--- src/rtl/enc_disp_pkg.sv ---
// Shared types and constants for the encoder shift/scale display block.
//  mode_t       : scaler mode selected by the debounced buttons
//  SEG_GLYPH    : active-low {a,b,c,d,e,f,g,dp} glyphs for digits 0..9
//  SEG_DASH     : overflow glyph, SEG_BLANK : all segments off
//  quad_step()  : quadrature step decode, +1 CW / -1 CCW / 0 none or illegal
//  btn_mode()   : one-hot button decode to mode_t
package enc_disp_pkg;

  typedef enum logic [2:0] {
    PASS = 3'd0,
    X2   = 3'd1,
    X4   = 3'd2,
    D2   = 3'd3,
    D4   = 3'd4
  } mode_t;

  localparam logic [7:0] SEG_GLYPH [0:9] = '{
    8'h03, 8'h9F, 8'h25, 8'h0D, 8'h99, 8'h49, 8'h41, 8'h1F, 8'h01, 8'h09
  };
  localparam logic [7:0] SEG_DASH  = 8'hFD;
  localparam logic [7:0] SEG_BLANK = 8'hFF;

  // Map the Gray code onto its position in the CW cycle 00>01>11>10, then
  // a position delta of 1 is CW, 3 is CCW, 0 or 2 is no step.
  function automatic logic signed [1:0] quad_step(input logic [1:0] prev,
                                                  input logic [1:0] cur);
    logic [1:0] ip, ic, d;
    ip = {prev[1], prev[1] ^ prev[0]};
    ic = {cur[1],  cur[1]  ^ cur[0]};
    d  = ic - ip;
    case (d)
      2'd1:    quad_step = 2'sb01;
      2'd3:    quad_step = 2'sb11;
      default: quad_step = 2'sb00;
    endcase
  endfunction

  function automatic mode_t btn_mode(input logic [3:0] b);
    case (b)
      4'b0001: btn_mode = X2;
      4'b0010: btn_mode = X4;
      4'b0100: btn_mode = D2;
      4'b1000: btn_mode = D4;
      default: btn_mode = PASS;
    endcase
  endfunction

  function automatic logic [7:0] seg_of(input logic [3:0] d);
    seg_of = (d <= 4'd9) ? SEG_GLYPH[d] : SEG_BLANK;
  endfunction

endpackage

--- src/rtl/bin2bcd_seq.sv ---
// Sequential double-dabble binary to BCD converter, one input bit per cycle.
//  CLK, RST_N : clock, async active-low reset
//  start      : load bin and begin (ignored while busy)
//  bin        : binary input, BIN_W bits
//  busy       : high for BIN_W cycles while shifting
//  done       : 1-cycle pulse when bcd/ovf are updated
//  bcd        : DIGITS packed BCD digits, digit 0 in [3:0]
//  ovf        : bin >= 10^DIGITS (bcd then holds the low digits only)
module bin2bcd_seq
  import enc_disp_pkg::*;
#(
  parameter int BIN_W  = 10,
  parameter int DIGITS = 4
) (
  input  logic                  CLK,
  input  logic                  RST_N,
  input  logic                  start,
  input  logic [BIN_W-1:0]      bin,
  output logic                  busy,
  output logic                  done,
  output logic [4*DIGITS-1:0]   bcd,
  output logic                  ovf
);

  localparam int CW = $clog2(BIN_W + 1);

  logic [BIN_W-1:0]    sh;
  logic [4*DIGITS-1:0] acc, adj;
  logic                ovf_acc;
  logic [CW-1:0]       cnt;

  // add-3 on every digit >= 5 before the shift
  always_comb begin
    adj = acc;
    for (int i = 0; i < DIGITS; i++)
      if (acc[4*i +: 4] >= 4'd5) adj[4*i +: 4] = acc[4*i +: 4] + 4'd3;
  end

  // Lower digits never depend on higher ones, so a bit leaving the top digit
  // means the full result has a non-zero digit above DIGITS: sticky overflow.
  always_ff @(posedge CLK or negedge RST_N) begin
    if (!RST_N) begin
      sh      <= '0;
      acc     <= '0;
      ovf_acc <= 1'b0;
      cnt     <= '0;
      busy    <= 1'b0;
      done    <= 1'b0;
      bcd     <= '0;
      ovf     <= 1'b0;
    end else begin
      done <= 1'b0;
      if (busy) begin
        acc     <= {adj[4*DIGITS-2:0], sh[BIN_W-1]};
        ovf_acc <= ovf_acc | adj[4*DIGITS-1];
        sh      <= sh << 1;
        cnt     <= cnt - 1'b1;
        if (cnt == CW'(1)) begin
          busy <= 1'b0;
          done <= 1'b1;
          bcd  <= {adj[4*DIGITS-2:0], sh[BIN_W-1]};
          ovf  <= ovf_acc | adj[4*DIGITS-1];
        end
      end else if (start) begin
        sh      <= bin;
        acc     <= '0;
        ovf_acc <= 1'b0;
        cnt     <= CW'(BIN_W);
        busy    <= 1'b1;
      end
    end
  end

endmodule

--- src/rtl/enc_shift_scaler_disp.sv ---
// Encoder-driven one-hot ring (WIDTH visible bits + hidden zero slot),
// button-selected x2/x4/÷2/÷4 scaler, sequential BCD and multiplexed 7-seg.
//  CLK, RST_N : 50 MHz clock, async active-low reset
//  ENCODER    : raw quadrature {A,B}
//  BOTON      : raw buttons [0]=x2 [1]=x4 [2]=/2 [3]=/4, active-high
//  LEDS       : visible ring bits
//  SEG, AN    : active-low segments {a..g,dp} and digit enables (AN[0]=units)
//  VALUE      : scaled binary result, RW = WIDTH+2 bits
//  BUSY       : BCD conversion running
// Build option: define LEAD_ZERO_BLANK_EN to blank leading zero digits.
module enc_shift_scaler_disp
  import enc_disp_pkg::*;
#(
  parameter int WIDTH          = 8,
  parameter int DIGITS         = 4,
  parameter int ENC_SAMPLE_CYC = 40000,
  parameter int DEBOUNCE_CYC   = 2500000,
  parameter int SCAN_CYC       = 83333,
  localparam int RW            = WIDTH + 2
) (
  input  logic              CLK,
  input  logic              RST_N,
  input  logic [1:0]        ENCODER,
  input  logic [3:0]        BOTON,
  output logic [WIDTH-1:0]  LEDS,
  output logic [7:0]        SEG,
  output logic [DIGITS-1:0] AN,
  output logic [RW-1:0]     VALUE,
  output logic              BUSY
);

  localparam int ETW = $clog2(ENC_SAMPLE_CYC + 1);
  localparam int DTW = $clog2(DEBOUNCE_CYC + 1);
  localparam int STW = $clog2(SCAN_CYC + 1);
  localparam int IW  = (DIGITS > 1) ? $clog2(DIGITS) : 1;

  // ---------------- encoder sampler and ring ----------------
  logic [1:0]        enc_s1, enc_s2, enc_prev;
  logic [ETW-1:0]    enc_tmr;
  logic              enc_tick;
  logic signed [1:0] step;
  logic [WIDTH:0]    ring;

  assign enc_tick = (enc_tmr == ETW'(ENC_SAMPLE_CYC - 1));
  assign step     = quad_step(enc_prev, enc_s2);

  always_ff @(posedge CLK or negedge RST_N) begin
    if (!RST_N) begin
      enc_s1   <= '0;
      enc_s2   <= '0;
      enc_prev <= '0;
      enc_tmr  <= '0;
      ring     <= (WIDTH+1)'(1) << WIDTH;
    end else begin
      enc_s1  <= ENCODER;
      enc_s2  <= enc_s1;
      enc_tmr <= enc_tick ? '0 : enc_tmr + 1'b1;
      if (enc_tick) begin
        enc_prev <= enc_s2;
        case (step)
          2'sb01:  ring <= {ring[WIDTH-1:0], ring[WIDTH]};
          2'sb11:  ring <= {ring[0], ring[WIDTH:1]};
          default: ring <= ring;
        endcase
      end
    end
  end

  assign LEDS = ring[WIDTH-1:0];

  // ---------------- button debouncer ----------------
  logic [3:0]     btn_s1, btn_s2, btn_smp;
  logic [DTW-1:0] deb_tmr;
  logic           deb_tick;
  mode_t          mode;

  assign deb_tick = (deb_tmr == DTW'(DEBOUNCE_CYC - 1));

  always_ff @(posedge CLK or negedge RST_N) begin
    if (!RST_N) begin
      btn_s1  <= '0;
      btn_s2  <= '0;
      btn_smp <= '0;
      deb_tmr <= '0;
      mode    <= PASS;
    end else begin
      btn_s1  <= BOTON;
      btn_s2  <= btn_s1;
      deb_tmr <= deb_tick ? '0 : deb_tmr + 1'b1;
      if (deb_tick) begin
        btn_smp <= btn_s2;
        if (btn_s2 == btn_smp) mode <= btn_mode(btn_s2);
      end
    end
  end

  // ---------------- scaler ----------------
  logic [RW-1:0] v_ext, v_scl, val_d;

  assign v_ext = {2'b00, ring[WIDTH-1:0]};

  always_comb begin
    case (mode)
      X2:      v_scl = v_ext << 1;
      X4:      v_scl = v_ext << 2;
      D2:      v_scl = v_ext >> 1;
      D4:      v_scl = v_ext >> 2;
      default: v_scl = v_ext;
    endcase
  end

  // ---------------- BCD control ----------------
  // A change seen while busy is remembered and replayed once the running
  // conversion finishes; the converter is never aborted.
  logic                chg, pend, start, done, ovf, ovf_lat;
  logic [4*DIGITS-1:0] bcd, bcd_lat;

  assign chg   = (VALUE != val_d);
  assign start = !BUSY && (chg || pend);

  always_ff @(posedge CLK or negedge RST_N) begin
    if (!RST_N) begin
      VALUE   <= '0;
      val_d   <= '0;
      pend    <= 1'b0;
      bcd_lat <= '0;
      ovf_lat <= 1'b0;
    end else begin
      VALUE <= v_scl;
      val_d <= VALUE;
      if (start)    pend <= 1'b0;
      else if (chg) pend <= 1'b1;
      if (done) begin
        bcd_lat <= bcd;
        ovf_lat <= ovf;
      end
    end
  end

  bin2bcd_seq #(.BIN_W(RW), .DIGITS(DIGITS)) u_bcd (
    .CLK   (CLK),
    .RST_N (RST_N),
    .start (start),
    .bin   (VALUE),
    .busy  (BUSY),
    .done  (done),
    .bcd   (bcd),
    .ovf   (ovf)
  );

  // ---------------- glyph selection ----------------
  logic [DIGITS-1:0]      blank;
  logic [DIGITS-1:0][7:0] glyph;

`ifdef LEAD_ZERO_BLANK_EN
  // walk down from the top digit while everything seen so far is zero
  always_comb begin
    logic hi_zero;
    hi_zero = 1'b1;
    blank   = '0;
    for (int i = DIGITS - 1; i >= 0; i--) begin
      hi_zero  = hi_zero && (bcd_lat[4*i +: 4] == 4'd0);
      blank[i] = (i != 0) && hi_zero;
    end
  end
`else
  assign blank = '0;
`endif

  always_comb begin
    for (int i = 0; i < DIGITS; i++) begin
      if (ovf_lat)       glyph[i] = SEG_DASH;
      else if (blank[i]) glyph[i] = SEG_BLANK;
      else               glyph[i] = seg_of(bcd_lat[4*i +: 4]);
    end
  end

  // ---------------- scan mux ----------------
  logic [STW-1:0] scan_tmr;
  logic           scan_tick;
  logic [IW-1:0]  idx;

  assign scan_tick = (scan_tmr == STW'(SCAN_CYC - 1));

  // SEG and AN both come from the same idx in the same register stage
  always_ff @(posedge CLK or negedge RST_N) begin
    if (!RST_N) begin
      scan_tmr <= '0;
      idx      <= '0;
      SEG      <= SEG_BLANK;
      AN       <= '1;
    end else begin
      scan_tmr <= scan_tick ? '0 : scan_tmr + 1'b1;
      if (scan_tick) idx <= (idx == IW'(DIGITS - 1)) ? '0 : idx + 1'b1;
      SEG <= glyph[idx];
      AN  <= ~(DIGITS'(1) << idx);
    end
  end

endmodule

--- config.mk ---
export PLATFORM = sky130hd
export DESIGN_NAME = enc_shift_scaler_disp
export DESIGN_NICKNAME = d
export VERILOG_FILES = /design/src/rtl/enc_disp_pkg.sv /design/src/rtl/bin2bcd_seq.sv /design/src/rtl/enc_shift_scaler_disp.sv
export SDC_FILE = /design/constraint.sdc
export NUM_CORES = 1
export LEC_CHECK = 0
export CORE_MARGIN = 3
export CORE_UTILIZATION = 30
export DETAILED_ROUTE_END_ITERATION = 16
export GPL_TIMING_DRIVEN = 0
export PLACE_DENSITY_LB_ADDON = 0.25
export SLEW_MARGIN = 5
export SYNTH_ARGS = -nofsm -noshare
export SYNTH_HDL_FRONTEND = slang
export SYNTH_SLANG_ARGS = --single-unit
--- constraint.sdc ---
create_clock -name CLK -period 2.8 [get_ports CLK]
set_input_delay 0.56 -clock CLK [delete_from_list [all_inputs] [get_ports CLK]]
set_output_delay 0.56 -clock CLK [all_outputs]
set_load 0.05 [all_outputs]
Word-level counts from Yosys, hierarchy flattened. Memory sizes are Yosys's and may differ from the RTL's. Cells that the tools add are included.

$add $sub $neg: 10. Multipliers: 0. Divide/modulo/power cells: 0. Magnitude comparators: 13. Equality and inequality tests: 19. Shift operators: 1. Mux-type cells: 45. Bitwise operators: 8. Reductions and logical operators: 9.

Operator list (count): $mux W8 (17); $mux W16 (3); $pmux W10 S4 (1); $mux W4 (6); $add A22 B1 Y22 const B (1); $eq A22 B22 Y1 const B (1); $mux W22 (1); $ge A5 B5 Y1 const B (4); $mux W10 (2); $not A4 Y5 (4); $pmux W9 S2 (1); $add A17 B1 Y17 const B (1); $eq A17 B17 Y1 const B (1); $mux W17 (1); $add A16 B1 Y16 const B (1); $add A4 B2 Y4 const B (4); $bmux W8 S2 (1); $eq A16 B16 Y1 const B (1); $ge A4 B3 Y1 const B (4); $le A4 B4 Y1 const B (4); $pmux W3 S4 (1); $ne A10 B10 Y1 (1); $mux W1 (9); $eq A4 B1 Y1 const B (2); 24 further kinds (33).

Register bits after elaboration: 187. Bits in latches: 0. RAM bits: 0. Bits in read-only memories: 512. Input bits: 8. Logic and storage cells: 136. Memories kept: 4.

Memory list: (no name shown) (depth 16, width 8, read ports 1, clocked after memory_dff 0, wr ports 0, line enc_disp_pkg.sv:49) `seg_of = (d <= 4'd9) ? SEG_GLYPH[d] : SEG_BLANK;`; (no name shown) (depth 16, width 8, read ports 1, clocked after memory_dff 0, wr ports 0, line enc_disp_pkg.sv:49); (no name shown) (depth 16, width 8, read ports 1, clocked after memory_dff 0, wr ports 0, line enc_disp_pkg.sv:49); (no name shown) (depth 16, width 8, read ports 1, clocked after memory_dff 0, wr ports 0, line enc_disp_pkg.sv:49).

Longest topological paths before layout.
Depth after elaboration: 8. Depth in mapped cells: 6.

Cells and area by module. Synthesis repeated with hierarchy kept, for this count alone.

Cell total of the unflattened synthesis: 856. Area total of the unflattened synthesis: 9227.6 um^2.

Modules (own cells, without submodules): enc_shift_scaler_disp (instances 1, cells each 631, area an instance 6815.3 um^2, seq. area each 3418.3 um^2); bin2bcd_seq (instances 1, cells each 225, area an instance 2412.3 um^2, seq. area each 1251.2 um^2).

Worst setup path after synthesis. Ideal clock, no wire load.

Kind: register to register. Start point: register VALUE[9]. End point: register u_bcd.cnt[3]. Setup time: 0.137 ns. Arrival: 2.000 ns. Path slack: 0.663 ns. Stages on the path, launching flop included: 6. Buffers on the path: 1. Period minus slack after synthesis: 2.137 ns. Cells stage by stage: dfrtp_1 xor2_1 or4_4 nor4_4 buf_6 o31ai_1.

Word-level cells in the longest chain between the ends: 4.

Ends and longest elaborated chain: from (decl) (line enc_shift_scaler_disp.sv:28) `output logic [RW-1:0] VALUE,`; from (signal assigned) (line enc_shift_scaler_disp.sv:129) `VALUE <= v_scl;`; $ne A10 B10 Y1 (line enc_shift_scaler_disp.sv:118) `assign chg = (VALUE != val_d);`; $logic_or A1 B1 Y1 (line enc_shift_scaler_disp.sv:119) `assign start = !BUSY && (chg || pend);`; $logic_and A1 B1 Y1 (line enc_shift_scaler_disp.sv:119); $reduce_bool A2 Y1 (no line); to (signal assigned) (line bin2bcd_seq.sv:57) `cnt <= cnt - 1'b1;`; to (signal assigned) (line bin2bcd_seq.sv:68) `cnt <= CW'(BIN_W);`; to (decl) (line bin2bcd_seq.sv:30) `logic [CW-1:0] cnt;`.

Every way passes these cells. A chain may end at the register's enable or synchronous reset.

Final worst setup path.
Start point: register ring[1]. End point: output LEDS[1].

RTL lines: from (decl) (line enc_shift_scaler_disp.sv:42) `logic [WIDTH:0] ring;`; from (signal assigned) (line enc_shift_scaler_disp.sv:53) `ring <= (WIDTH+1)'(1) << WIDTH;`; from (signal assigned) (line enc_shift_scaler_disp.sv:61) `2'sb01: ring <= {ring[WIDTH-1:0], ring[WIDTH]};`; from (signal assigned) (line enc_shift_scaler_disp.sv:62) `2'sb11: ring <= {ring[0], ring[WIDTH:1]};`; to (decl) (line enc_shift_scaler_disp.sv:25) `output logic [WIDTH-1:0] LEDS,`.

No word-level cell between the ends.

==> reports/qor.csv <==
metric,value,unit
layout cell share with drive strength beyond 1,12.9,%
final setup skew,9.80,ps
Die X,182,um
die area,33000,um2
IO Port Bufs,37,
"commonest non-fill, non-tap cell in the layout",dfrtp_1,
status,completed,
# resized after CTS,0,
final wirelength,17.7,mm
Wirelength per Cell,13.5,um
"slowest stage cell, crit path",clkdlybuf4s50_1,
CTS root buf,clkbuf_16,
TritonCTS Sinks,186,
Synth area leaders,"dfrtp_1 47%, mux2_2 6.1%, ha_1 5.3%",
Post-Syn Area per Cell,10.9,um2
post-synth top area cell,dfrtp_1,
"Clk Latency, worst-skew pair",430,ps
crit-path cells,buf_4 -> clkdlybuf4s50_1,
Startpoint Class,flop,
pre-CTS WS,556,ps
sequential area share after synthesis,50.4,%
Main synth FF type,dfrtp_1,
GRT Util Overall,11.3,%
H-tree depth,4,
# IOs,39,
first-pass GRT wire length,31.1,mm
Placeable Area,30000,um2
relative slew slack,43.0,%
Final nets,956,
leak pwr,4.76,nW
1st-iter DRT viols,296,
Final WS setup,317,ps
# fillers,3008,
Post-synth EDFFs,0,
# rows,63,
Max Fanout on Critical Path,9,
post-synth cell types,61,
share of Yosys cell area claimed by the top area cell type,47.0,%
worst path arrival time,1920,ps
register area,4670,um2
asr flop ratio synth,100,%
vias in the first global route,6261,
Worst Hold Class,in -> async,
highest achievable clock rate,403,MHz
period utilization,88.7,%
pin count of the biggest net entering global routing,106,
Post-DRT Antenna Nets,0,
CP required,2240,ps
Crit Path Class,reg -> out,
Vias per Instance,4.79,
Area Overhead vs Synth,15.7,%
DR DRC count,0,
Clock Path Buffers,2,
routed vias,6288,
most frequent cells in the layout,"174 x dfrtp_1, 64 x nor2_1, 50 x mux2_2",
Initial Util,30.9,%
area of the mapped netlist,9270,um2
DP HPWL,12.2,mm
cells after synthesis,852,
Pins Over Slew Limit,0,
setup TNS,0,ps
initial antenna violation count,0,
CTS tree,yes,
number of buffers created by CTS,17,
total nets after synthesis,899,
area of the multi-input gates,4240,um2
Util after Layout,35.7,%
Slew @ Worst Pin,848,ps
register bit total from synthesis,186,
antenna fix cells,0,
Final Hold Violating Endpoints,0,
critical path's largest stage delay,790,ps
Die H,182,um
Max-cap violations,0,
crit path time final,2480,ps
Final Setup Violations,0,
hold_buf cts,0,
Post-CTS Setup Inserts,0,
Worst Setup End Kind,output pin,
maximum vdd drop,0.414,mV
DRT Pass-1 Iters,4,
grt ovf,0,
Final GP Congestion,0.787,
unrepaired setup endpoints after global routing,false,
Synth warnings,0,
"Reg clk slew, reported paths",70,ps
Pwr Density,479,nW/um2
[path summary, 6_finish.rpt]
| path | from | endpoint | slack, ps | depth (start not counted) |
|---|---|---|---|---|
| max reg2reg | VALUE[9]$_DFF_PN0_ | u_bcd.cnt[2]$_DFFE_PN0P_ | 580 | 4 |
| min | RST_N | bcd_lat[1]$_DFFE_PN0P_ | 180 | 1 |
| max in group asynchronous | RST_N | ring[8]$_DFFE_PN1P_ | 1730 | 2 |
| max | ring[1]$_DFFE_PN0P_ | LEDS[1] | 320 | 2 |
| min reg2reg | enc_s1[0]$_DFF_PN0_ | enc_s2[0]$_DFF_PN0_ | 350 | 0 |
| min in group CLK | enc_s1[0]$_DFF_PN0_ | enc_s2[0]$_DFF_PN0_ | 350 | 0 |
[critical path: cells and delay by family (launching register included)]
kind / cells / cell delay [ps]
buffers and inverters: 2 / 960
DFF: 1 / 540
[cells in the mapped netlist, drive strengths merged, types with 10 or more instances]
library cell / number
mux2i: 18
and3: 10
clkbuf: 28
nand2: 45
nor2b: 16
xor2: 19
a22o: 13
a21oi: 22
o31ai: 11
nand2b: 15
ha: 39
dfrtp: 174
o21ai: 23
nand3: 26
buf: 16
o22ai: 15
a31oi: 14
nor4: 11
nor2: 65
inv: 38
xnor2: 49
dfstp: 12
nand4: 28
mux2: 50
nor4b: 12
nor3: 23
[metrics by stage]
step,hold WS [ps],std cells,power (mW),area (um2)
after floorplan,264,852,2.77,9270
after detailed placement,336,1280,2.85,10200
after CTS,209,1312,5.23,10700
final,181,1312,5.13,10700
after global routing,232,1312,5.36,10700
after global placement,332,1279,2.84,10100
[layer usage]
| metal | GRT usage, % | vias to the layer above | routed length, um |
|---|---|---|---|
| li1 | - | 3141 | - |
| met1 | 15.6 | 3061 | 8830 |
| met2 | 17.5 | 75 | 8030 |
| met3 | 2.90 | 11 | 635 |
| met4 | 3.29 | 0 | 198 |
| met5 | 0 | - | 0 |
[final cells by class]
type	instances	area share, %
clock buffer	23	4.46
inverter	38	1.33
tap	390	4.55
multi-input combinational	584	39.6
clock inverter	9	0.828
sequential	186	43.5
buffer	44	1.95
timing repair buffer	38	3.76
[state kept, by name, summed over array words and instances, names as in the netlist, 7 cells and up]
register,flops
SEG,7
enc_tmr,16
VALUE,10
ring,9
deb_tmr,22
scan_tmr,17
u_bcd.bcd,16
u_bcd.sh,10
bcd_lat,16
u_bcd.acc,16
val_d,10
[power by group]
group	switching [mW]	internal (mW)
clock network	1.04	1.30
registers	0.00671	2.70
logic	0.0617	0.0254
total	1.11	4.02
[kinds of logic after synthesis]
family,Yosys count,share of synthesized area (%)
AND/OR/NAND/NOR,275,16.1
flip-flops,186,50.4
AO/OA/AOI/OAI,131,9.51
buffers and inverters,82,3.79
XOR/XNOR,69,6.67
multiplexers,69,8.26
adder cells (fa/ha/maj),39,5.27
other,1,0.0405
Power figures use the tool's default switching activity.
